File: src/rtl/hazard_stall_ctrl_pkg.sv
// Shared types for the pipeline hazard/stall sequencer: the {flush,stall}
// register control code and the state encodings of the fetch and data FSMs.
package hazard_pkg;

  typedef enum logic [1:0] {
    FS_NONE  = 2'b00,
    FS_STALL = 2'b01,
    FS_FLUSH = 2'b10
  } fs_t;

  typedef enum logic [1:0] {
    F_IDLE = 2'b00,
    F_BUSY = 2'b01,
    F_HOLD = 2'b10
  } fetch_state_t;

  typedef enum logic {
    M_IDLE = 1'b0,
    M_BUSY = 1'b1
  } mem_state_t;

  localparam logic [4:0] REG_ZERO = 5'd0;

  // True when a decode-stage source is actually read and names the given register.
  function automatic logic src_match(input logic uses, input logic [4:0] src,
                                     input logic [4:0] rd);
    return uses && (src == rd);
  endfunction

endpackage

File: src/rtl/hazard_stall_ctrl_mem_wait_fsm.sv
// Data bus handshake sequencer: holds the request until ack, counts wait
// states and abandons the access after MEM_TIMEOUT-1 waits.
// Outputs are not reset-gated here; the top masks them while in reset.
module mem_wait_fsm
  import hazard_pkg::*;
#(
  parameter int unsigned MEM_TIMEOUT = 16,
  parameter int unsigned CNT_WIDTH   = 5
) (
  input  logic clk,
  input  logic reset_n,
  input  logic mem_access,
  input  logic mem_ack,
  output logic mem_req,
  output logic mem_stall,
  output logic mem_err
);

  localparam logic [CNT_WIDTH-1:0] LAST_WAIT = CNT_WIDTH'(MEM_TIMEOUT - 1);

  mem_state_t           state;
  logic [CNT_WIDTH-1:0] wait_cnt;
  logic                 timeout;

  // Request, stall and timeout decode; an ack in the same cycle ends the stall at once.
  always_comb begin
    timeout   = (state == M_BUSY) && !mem_ack && (wait_cnt == LAST_WAIT);
    mem_req   = ((state == M_IDLE) && mem_access) || (state == M_BUSY);
    mem_stall = mem_req && !mem_ack && !timeout;
    mem_err   = timeout;
  end

  // Wait-state FSM; a timed-out access returns to idle as if it had been acked.
  always_ff @(posedge clk or negedge reset_n) begin
    if (!reset_n) begin
      state    <= M_IDLE;
      wait_cnt <= '0;
    end else begin
      case (state)
        M_IDLE: begin
          if (mem_access && !mem_ack) begin
            state    <= M_BUSY;
            wait_cnt <= CNT_WIDTH'(1);
          end
        end
        M_BUSY: begin
          if (mem_ack || timeout) begin
            state    <= M_IDLE;
            wait_cnt <= '0;
          end else begin
            wait_cnt <= wait_cnt + 1'b1;
          end
        end
        default: begin
          state    <= M_IDLE;
          wait_cnt <= '0;
        end
      endcase
    end
  end

endmodule

File: src/rtl/hazard_stall_ctrl.sv
// Central pipeline sequencer for the 5-stage core: fetch handshake FSM,
// load-use and taken-branch hazard resolution, and the per-register
// {flush,stall} priority mux. The data bus FSM lives in mem_wait_fsm.
module hazard_stall_ctrl
  import hazard_pkg::*;
#(
  parameter int unsigned MEM_TIMEOUT = 16,
  parameter int unsigned CNT_WIDTH   = 5
) (
  input  logic       clk,
  input  logic       reset_n,
  input  logic [4:0] id_rs1_addr,
  input  logic       id_uses_rs1,
  input  logic [4:0] id_rs2_addr,
  input  logic       id_uses_rs2,
  input  logic [4:0] ex_rd_addr,
  input  logic       ex_mem_read,
  input  logic       mem_access,
  input  logic       br_taken,
  input  logic       if_ack,
  input  logic       mem_ack,
  output logic       if_req,
  output logic       mem_req,
  output logic       if_hold,
  output logic       pc_stall,
  output logic       pc_redirect,
  output logic       mem_err,
  output logic [1:0] if_id_fs,
  output logic [1:0] id_ex_fs,
  output logic [1:0] ex_mem_fs,
  output logic [1:0] mem_wb_fs
);

  logic         mem_req_raw;
  logic         mem_stall;
  logic         mem_err_raw;
  fetch_state_t fetch_state;
  logic         kill;
  logic         load_use;
  logic         branch;
  logic         front_stall;
  logic         fetch_wait;
  logic         fetch_killed;
  logic         fetch_capture;
  logic         pc_stall_raw;
  logic         pc_redirect_raw;
  fs_t          if_id_raw;
  fs_t          id_ex_raw;
  fs_t          ex_mem_raw;
  fs_t          mem_wb_raw;

  mem_wait_fsm #(
    .MEM_TIMEOUT(MEM_TIMEOUT),
    .CNT_WIDTH  (CNT_WIDTH)
  ) u_mem_wait (
    .clk       (clk),
    .reset_n   (reset_n),
    .mem_access(mem_access),
    .mem_ack   (mem_ack),
    .mem_req   (mem_req_raw),
    .mem_stall (mem_stall),
    .mem_err   (mem_err_raw)
  );

  // Hazard detection and fetch-state decode; a stalled data access suppresses the branch.
  always_comb begin
    load_use      = ex_mem_read && (ex_rd_addr != REG_ZERO) &&
                    (src_match(id_uses_rs1, id_rs1_addr, ex_rd_addr) ||
                     src_match(id_uses_rs2, id_rs2_addr, ex_rd_addr));
    branch        = br_taken && !mem_stall;
    front_stall   = mem_stall || load_use;
    fetch_wait    = (fetch_state == F_BUSY) && !if_ack;
    fetch_killed  = (fetch_state == F_BUSY) && if_ack && kill;
    fetch_capture = (fetch_state == F_BUSY) && if_ack && !kill && !branch && front_stall;
  end

  // Fetch FSM: back-to-back requests, a one-word hold buffer while the front end is
  // stalled, and a kill flag that discards a wrong-path word still in flight at a branch.
  always_ff @(posedge clk or negedge reset_n) begin
    if (!reset_n) begin
      fetch_state <= F_IDLE;
      kill        <= 1'b0;
    end else begin
      case (fetch_state)
        F_IDLE: fetch_state <= F_BUSY;
        F_BUSY: begin
          if (if_ack) begin
            if (kill) begin
              kill        <= 1'b0;
              fetch_state <= F_IDLE;
            end else if (!branch && front_stall) begin
              fetch_state <= F_HOLD;
            end
          end else if (branch) begin
            kill <= 1'b1;
          end
        end
        F_HOLD: begin
          if (branch || !front_stall) fetch_state <= F_BUSY;
        end
        default: begin
          fetch_state <= F_IDLE;
          kill        <= 1'b0;
        end
      endcase
    end
  end

  // Priority mux per register: data stall, then branch, then load-use, then fetch bubbles.
  always_comb begin
    pc_stall_raw    = 1'b0;
    pc_redirect_raw = 1'b0;
    if_id_raw       = FS_NONE;
    id_ex_raw       = FS_NONE;
    ex_mem_raw      = FS_NONE;
    mem_wb_raw      = FS_NONE;
    if (mem_stall) begin
      pc_stall_raw = 1'b1;
      if_id_raw    = FS_STALL;
      id_ex_raw    = FS_STALL;
      ex_mem_raw   = FS_STALL;
      mem_wb_raw   = FS_FLUSH;
    end else if (branch) begin
      pc_redirect_raw = 1'b1;
      if_id_raw       = FS_FLUSH;
      id_ex_raw       = FS_FLUSH;
      ex_mem_raw      = FS_FLUSH;
    end else if (load_use) begin
      pc_stall_raw = 1'b1;
      if_id_raw    = FS_STALL;
      id_ex_raw    = FS_FLUSH;
    end else if (fetch_wait) begin
      pc_stall_raw = 1'b1;
      if_id_raw    = FS_FLUSH;
    end else if (fetch_killed) begin
      if_id_raw = FS_FLUSH;
    end
  end

  // Output stage: everything is held quiet while reset is asserted.
  always_comb begin
    if_req      = 1'b0;
    mem_req     = 1'b0;
    if_hold     = 1'b0;
    pc_stall    = 1'b0;
    pc_redirect = 1'b0;
    mem_err     = 1'b0;
    if_id_fs    = FS_NONE;
    id_ex_fs    = FS_NONE;
    ex_mem_fs   = FS_NONE;
    mem_wb_fs   = FS_NONE;
    if (reset_n) begin
      if_req      = (fetch_state == F_BUSY);
      mem_req     = mem_req_raw;
      if_hold     = fetch_capture;
      pc_stall    = pc_stall_raw;
      pc_redirect = pc_redirect_raw;
      mem_err     = mem_err_raw;
      if_id_fs    = if_id_raw;
      id_ex_fs    = id_ex_raw;
      ex_mem_fs   = ex_mem_raw;
      mem_wb_fs   = mem_wb_raw;
    end
  end

endmodule
File: config.mk
export PLATFORM = sky130hd
export DESIGN_NAME = hazard_stall_ctrl
export DESIGN_NICKNAME = d
export VERILOG_FILES = /design/src/rtl/hazard_stall_ctrl_pkg.sv /design/src/rtl/hazard_stall_ctrl_mem_wait_fsm.sv /design/src/rtl/hazard_stall_ctrl.sv
export SDC_FILE = /design/constraint.sdc
export NUM_CORES = 1
export LEC_CHECK = 0
export CAP_MARGIN = 20
export CORE_ASPECT_RATIO = 1.1
export CORE_UTILIZATION = 42
export DETAILED_ROUTE_END_ITERATION = 6
export GPL_ROUTABILITY_DRIVEN = 0
export PLACE_DENSITY = 0.89
export SYNTH_ARGS = -nofsm -noshare
export SYNTH_HDL_FRONTEND = slang
export SYNTH_SLANG_ARGS = --single-unit
File: constraint.sdc
create_clock -name clk -period 4.8 [get_ports clk]
set_clock_uncertainty 0.2 [all_clocks]
set_input_delay 0.96 -clock clk [delete_from_list [all_inputs] [get_ports clk]]
set_output_delay 0.96 -clock clk [all_outputs]
set_load 0.01 [all_outputs]
==> results.tsv, run 1 <==
stage	metric	value	unit
run_status	status	complete, no violations	
global_route	largest net degree at the start of global routing	19	
cts	Longest Clk Path Bufs	2	
global_route	Top Usage Layer GRT	met2	
worst_hold_path	worst hold path class	flop to flop	
yosys	mapped cell area	739.5	um^2
global_route	global-route track usage on met1	0.2107	
global_route	initial antenna violation count	0	
yosys	ranking of synthesized cells by area	dfrtp_1 (30%), xnor2_1 (13%), nor2_1 (5.1%)	
detailed_routing	Routed WL	1702	um
finish	design area	1117	um^2
global_route	Overflow after GRT	0	
yosys	Net Count, Synth	112	
cts	Reg clk slew, reported paths	0.06	ns
setup_path	Crit. End Element	output port	
yosys	top cell type's share of synthesized area	0.3046	
die	Initial Util	0.4581	
yosys	mean post-synth cell area	8.598	um^2
setup_path	Critical Path Fanout Max	5	
global_route	met2 usage	0.3625	
cts	post-CTS resize count	0	
yosys	synthesis-stage register bit count	9	
yosys	Yosys top cell by area	dfrtp_1	
pwr	Pleak	0.4495	nW
setup_path	Arrival @ worst endpoint	3.12	ns
setup_path	WS Path Type	input port to output port	
global_route	grt met3 use	0.05159	
setup_path	CP startpoint kind	input port	
pwr	Power Density	222.3	nW/um^2
detailed_routing	Vias	745	
finish	Finished Layout Cells	139	
detailed_routing	DR WL/cell	12.24	um
cts	Root Driver	clkbuf_4	
yosys	synth unique cells	32	
sta	Sum Neg Setup Slack	0	ns
global_route	GRT Total Usage	0.2017	
cts	Hold Buf Count CTS	0	
cts	Sink Count	9	
pwr	Peak VDD IR	0.1299	mV
die	Horiz. Die Dim	42.01	um
sta	RSZ-0062 raised after global routing	no	
detailed_routing	vias per inst	5.360	
setup_path	required time of the worst setup path	3.64	ns
sta	fmax	233.4	MHz
finish	Nets	149	
sta	final cycle utilization of the critical path	0.8927	
global_route	vias in the first global route	716	
die	die area	1933	um^2
die	Die Y	46.01	um
cts	H-tree depth	1	
detailed_routing	DR pass1 iterations	4	
sta	final setup vio count	0	
yosys	Synth warnings	0	
global_route	first-pass GRT wire length	2842	um
finish	Area Growth Syn to Fin	51.10	%
cts	CTS tree	built	
placed_design	dpl cells	135	
die	FP Rows	15	
job	Max Cap Viol	0	
yosys	sequential area share after synthesis	0.3046	
finish	Antenna diodes	0	
sta	Max Slew Vio Count	0	
die	core area	1614	um^2
sta	Worst-Margin Slew	0.6365	ns
yosys	Mapped Cells	86	
worst_hold_path	hold path depth	1	
pwr	total power	248.4	uW
placed_design	Place WS	0.5249	ns
detailed_routing	post-route ant nets	0	
detailed_routing	Iter 0 DRT Violations	10	
placed_design	Buffers on Ports	36	
sta	Tmin final	4.285	ns
sta	worst setup margin	0.5150	ns
cts	total CTS buffers	3	
sta	Max-slew headroom	0.5743	
placed_design	dpl cell area	1091	um^2
die	Ports	38	
cts	worst skew pair latency	0.26	ns
finish	layout cells sized above 1	0.06557	
sta	final hold vios	0	
placed_design	dpl hpwl	1453	um
setup_path	Reg2Reg Depth	8	
cts	number of buffers added for setup after CTS	0	
detailed_routing	DRC Markers	0	
-- cell usage in the layout, fill, tap and decap left out --
cell type        instances
clkdlybuf4s50_1         36
xnor2_1                 11
nor2_1                  10
dfrtp_1                  9
nor2b_1                  6
nand2_1                  5
a21oi_1                  4
inv_1                    4
and3_1                   3
a22o_1                   3
clkbuf_4                 3
nand4_1                  2
and2_1                   2
nand2b_1                 2
o32ai_1                  2
ha_1                     2
o21ai_0                  1
o22ai_2                  1
or4_1                    1
o21ai_2                  1
nor2_2                   1
a21oi_4                  1
o22ai_1                  1
o2bb2ai_1                1
a31o_1                   1
o21a_1                   1
a31oi_1                  1
or2_2                    1
a211oi_1                 1
a211o_1                  1
nand3_1                  1
xor2_1                   1
conb_1                   1
clkbuf_1                 1
-- per-stage QoR --
stage,utilization,hold WS [ns]
2_1_floorplan,-,0.2857
3_3_place_gp,0.6760,0.3211
3_5_place_dp,0.6760,0.3345
4_1_cts,0.6922,0.3474
5_1_grt,0.6922,0.3827
6_report,0.6922,0.3381
-- report_power, final --
part / switching, mW / total [mW] / internal, mW
registers: 0.0113 / 0.0960 / 0.0846
clock network: 0.0254 / 0.0574 / 0.0320
logic: 0.0400 / 0.0950 / 0.0550
-- path summary, 6_finish.rpt --
kind,start,to,slack [ns]
setup / recovery,ex_rd_addr[1],if_id_fs[1],0.52
hold / removal,u_mem_wait.wait_cnt[0],u_mem_wait.wait_cnt[0],0.34
setup reg to reg,u_mem_wait.wait_cnt[0],fetch_state[0],2.55
hold reg to reg,u_mem_wait.wait_cnt[0],u_mem_wait.wait_cnt[0],0.34
max in group asynchronous,reset_n,kill,3.09
min in group asynchronous,reset_n,u_mem_wait.wait_cnt[1],0.90
-- critical path: stages --
cell             delay (ns)
clkdlybuf4s50_1        0.46
or4_1                  0.56
o21ai_2                0.16
nor2_2                 0.07
a21oi_4                0.20
and3_1                 0.18
clkdlybuf4s50_1        0.53
-- cells by family (layout without fill, tap and decap cells) --
| group | count (synthesis) | count (layout) | share of synthesized area |
|---|---|---|---|
| and+or+nand+nor | 34 | 34 | 0.2369 |
| AOI/OAI and AO/OA | 20 | 20 | 0.2166 |
| xor gates and xnor gates | 12 | 12 | 0.1421 |
| DFF | 9 | 9 | 0.3046 |
| buffers and inverters | 8 | 44 | 0.06091 |
| adders and majority gates | 2 | 2 | 0.03384 |
| other | 1 | 1 | 0.005071 |
-- metal layers --
metal | vias up | share of wire
met3 | 4 | 0.061
met1 | 340 | 0.38
met4 | 0 | 0.025
met2 | 31 | 0.53
met5 | - | 0
li1 | 370 | -
-- Yosys cell counts, drive strengths merged --
cell type / number
o21ai: 2
or4: 1
a31o: 1
a21oi: 5
nand3: 1
and2: 2
ha: 2
a211o: 1
a22o: 3
nand2b: 2
a31oi: 1
o21a: 1
a211oi: 1
nand4: 2
xor2: 1
and3: 3
inv: 4
or2: 1
xnor2: 11
nor2b: 6
conb: 1
o2bb2ai: 1
buf: 4
dfrtp: 9
o32ai: 2
nor2: 11
o22ai: 2
nand2: 5
-- final cells by class --
class                           count  area, um^2
Fill cell                         130       496.7
Multi-Input combinational cell     69       469.2
Timing Repair Buffer               36       360.3
Sequential cell                     9       225.2
Clock buffer                        4       26.28
Tap cell                           17       21.27
Inverter                            4       15.01
-- registers in the layout, summed over array words and instances (netlist names) --
name,flops
u_mem_wait.state,1
u_mem_wait.wait_cnt,5
kill,1
fetch_state,2
No activity file was read; power rests on OpenSTA's default activity.
==> run 2, diff against run 1 <==
RECOVER_POWER = 50   (was unset)
==> results.tsv, run 2 (synthesized netlist as in run 1, its figures left out) <==
stage	metric	value	unit	change
pwr	Peak VDD IR	0.1299	mV	about the same
setup_path	Crit path top cell by count	clkdlybuf4s50_1		
sta	Worst-Margin Slew	0.6429	ns	+0.006329 ns
setup_path	CP Cell Sequence	clkdlybuf4s50_1 > or4_1 > o21ai_2 > nor2_2 > a21oi_4 > and3_1 > clkdlybuf4s50_1		
placed_design	dpl hpwl	1453	um	unchanged
pwr	Pleak	0.4500	nW	+0.12%
detailed_routing	DR pass1 iterations	4		unchanged
die	Die Y	46.01	um	unchanged
setup_path	CP startpoint kind	input port		
cts	Hold Buf Count CTS	0		unchanged
detailed_routing	Iter 0 DRT Violations	10		unchanged
global_route	Overflow after GRT	0		unchanged
run_status	status	complete, no violations		
detailed_routing	DR WL/cell	12.23	um	-0.12%
detailed_routing	vias per inst	5.360		unchanged
die	Horiz. Die Dim	42.01	um	unchanged
sta	final hold vios	0		unchanged
finish	layout cells sized above 1	0.06557		unchanged
finish	Area Growth Syn to Fin	51.10	%	unchanged
detailed_routing	post-route ant nets	0		unchanged
cts	Reg clk slew, reported paths	0.06	ns	about the same
finish	commonest non-fill, non-tap cell in the layout	clkdlybuf4s50_1		
finish	Finished Layout Cells	139		unchanged
die	core area	1614	um^2	unchanged
sta	RSZ-0062 raised after global routing	no		
sta	fmax	233.4	MHz	about the same
setup_path	WS Path Type	input port to output port		
global_route	first-pass GRT wire length	2842	um	unchanged
setup_path	Critical Path Fanout Max	5		unchanged
finish	Nets	149		unchanged
sta	Max Slew Vio Count	0		unchanged
die	die area	1933	um^2	unchanged
die	Ports	38		unchanged
finish	most frequent cells in the layout	clkdlybuf4s50_1 (34), xnor2_1 (11), nor2_1 (10), dfrtp_1 (9), nor2b_1 (6)		
cts	Longest Clk Path Bufs	2		unchanged
finish	max reg flops	5		unchanged
detailed_routing	Routed WL	1700	um	-0.12%
global_route	largest net degree at the start of global routing	19		unchanged
placed_design	dpl cells	135		unchanged
sta	Max-slew headroom	0.5700		-0.004304
cts	total CTS buffers	3		unchanged
cts	Root Driver	clkbuf_4		
finish	Antenna diodes	0		unchanged
detailed_routing	Vias	745		unchanged
cts	Sink Count	9		unchanged
die	FP Rows	15		unchanged
finish	Largest Register	u_mem_wait.wait_cnt		
pwr	Power Density	222.0	nW/um^2	-0.13%
detailed_routing	DRC Markers	0		unchanged
sta	Sum Neg Setup Slack	0	ns	unchanged
setup_path	Arrival @ worst endpoint	3.13	ns	about the same
sta	final cycle utilization of the critical path	0.8927		about the same
sta	worst setup margin	0.5150	ns	-0.00004300 ns
placed_design	Buffers on Ports	36		unchanged
setup_path	crit path max-delay cell type	or4_1		
die	Initial Util	0.4581		unchanged
setup_path	required time of the worst setup path	3.64	ns	about the same
cts	CTS tree	built		
setup_path	slowest stage delay, CP	0.56	ns	about the same
finish	final core occ	0.6922		unchanged
global_route	initial antenna violation count	0		unchanged
worst_hold_path	worst hold path class	flop to flop		
finish	largest registers	u_mem_wait.wait_cnt (5), fetch_state (2)		
sta	final setup vio count	0		unchanged
cts	H-tree depth	1		unchanged
placed_design	Place WS	0.5249	ns	unchanged
sta	Tmin final	4.285	ns	+0.00004300 ns
cts	number of buffers added for setup after CTS	0		unchanged
cts	worst skew pair latency	0.26	ns	about the same
global_route	vias in the first global route	716		unchanged
global_route	GRT Total Usage	0.2017		unchanged
job	Max Cap Viol	0		unchanged
sta	Fin Hold WS	0.3381	ns	-0.000005000 ns
cts	post-CTS resize count	0		unchanged
setup_path	Crit. End Element	output port		
## run 2: cell count changes in the layout (fill, tap and decap cells not counted), sizes merged
cell / before / now
dlygate4sd3: 0 / 2
clkdlybuf4s50: 36 / 34
## run 2: metrics by stage
step | power [mW] | area (um^2)
6_report | 0.2480 | 1117
5_1_grt | 0.2655 | 1117
4_1_cts | 0.2511 | 1117
3_5_place_dp | 0.1931 | 1091
3_3_place_gp | 0.1891 | 1091
2_1_floorplan | 0.1455 | 739.5
## run 2: worst max-delay path, delay by kind of cell
family          cells  cell delay, ns
compound gates      2            0.36
buf+inv             2            0.99
simple gates        3            0.81
## run 2: routing by layer
metal	vias up	part of all wire	global-route usage
met4	0	0.025	0.1355
li1	370	-	-
met1	340	0.38	0.2107
met2	31	0.53	0.3625
met3	4	0.061	0.05159
met5	-	0	0
## run 2: worst paths after layout
| check | startpoint | endpoint | slack [ns] | cells past startpoint |
|---|---|---|---|---|
| worst max-delay path | ex_rd_addr[1] | if_id_fs[1] | 0.51 | 7 |
| worst min register to register | u_mem_wait.wait_cnt[0] | u_mem_wait.wait_cnt[0] | 0.34 | 1 |
| min in group asynchronous | reset_n | u_mem_wait.wait_cnt[1] | 0.97 | 1 |
| worst min-delay path | u_mem_wait.wait_cnt[0] | u_mem_wait.wait_cnt[0] | 0.34 | 1 |
| worst max register to register | u_mem_wait.wait_cnt[0] | fetch_state[0] | 2.55 | 8 |
| max in group asynchronous | reset_n | kill | 3.02 | 1 |
## run 2: layout make-up
cell class	count	area, um^2
clock buffers	4	26.28
fillers	130	496.7
inverters	4	15.01
multi-input cells	69	469.2
flip-flops and latches	9	225.2
well taps	17	21.27
repair buffers	36	360.3
## run 2: power breakdown
| group | internal [mW] | switching (mW) | total (mW) | leakage (nW) |
|---|---|---|---|---|
| Combinational | 0.0547 | 0.0400 | 0.0947 | 0.319 |
| Sequential | 0.0846 | 0.0113 | 0.0960 | 0.116 |
| Clock | 0.0320 | 0.0254 | 0.0574 | 0.0150 |
==> run 3, diff against run 2 <==
SLEW_MARGIN = 15   (was unset)
==> results of run 3 <==
The final DEF is identical to that of run 2; final timing and power are the same.
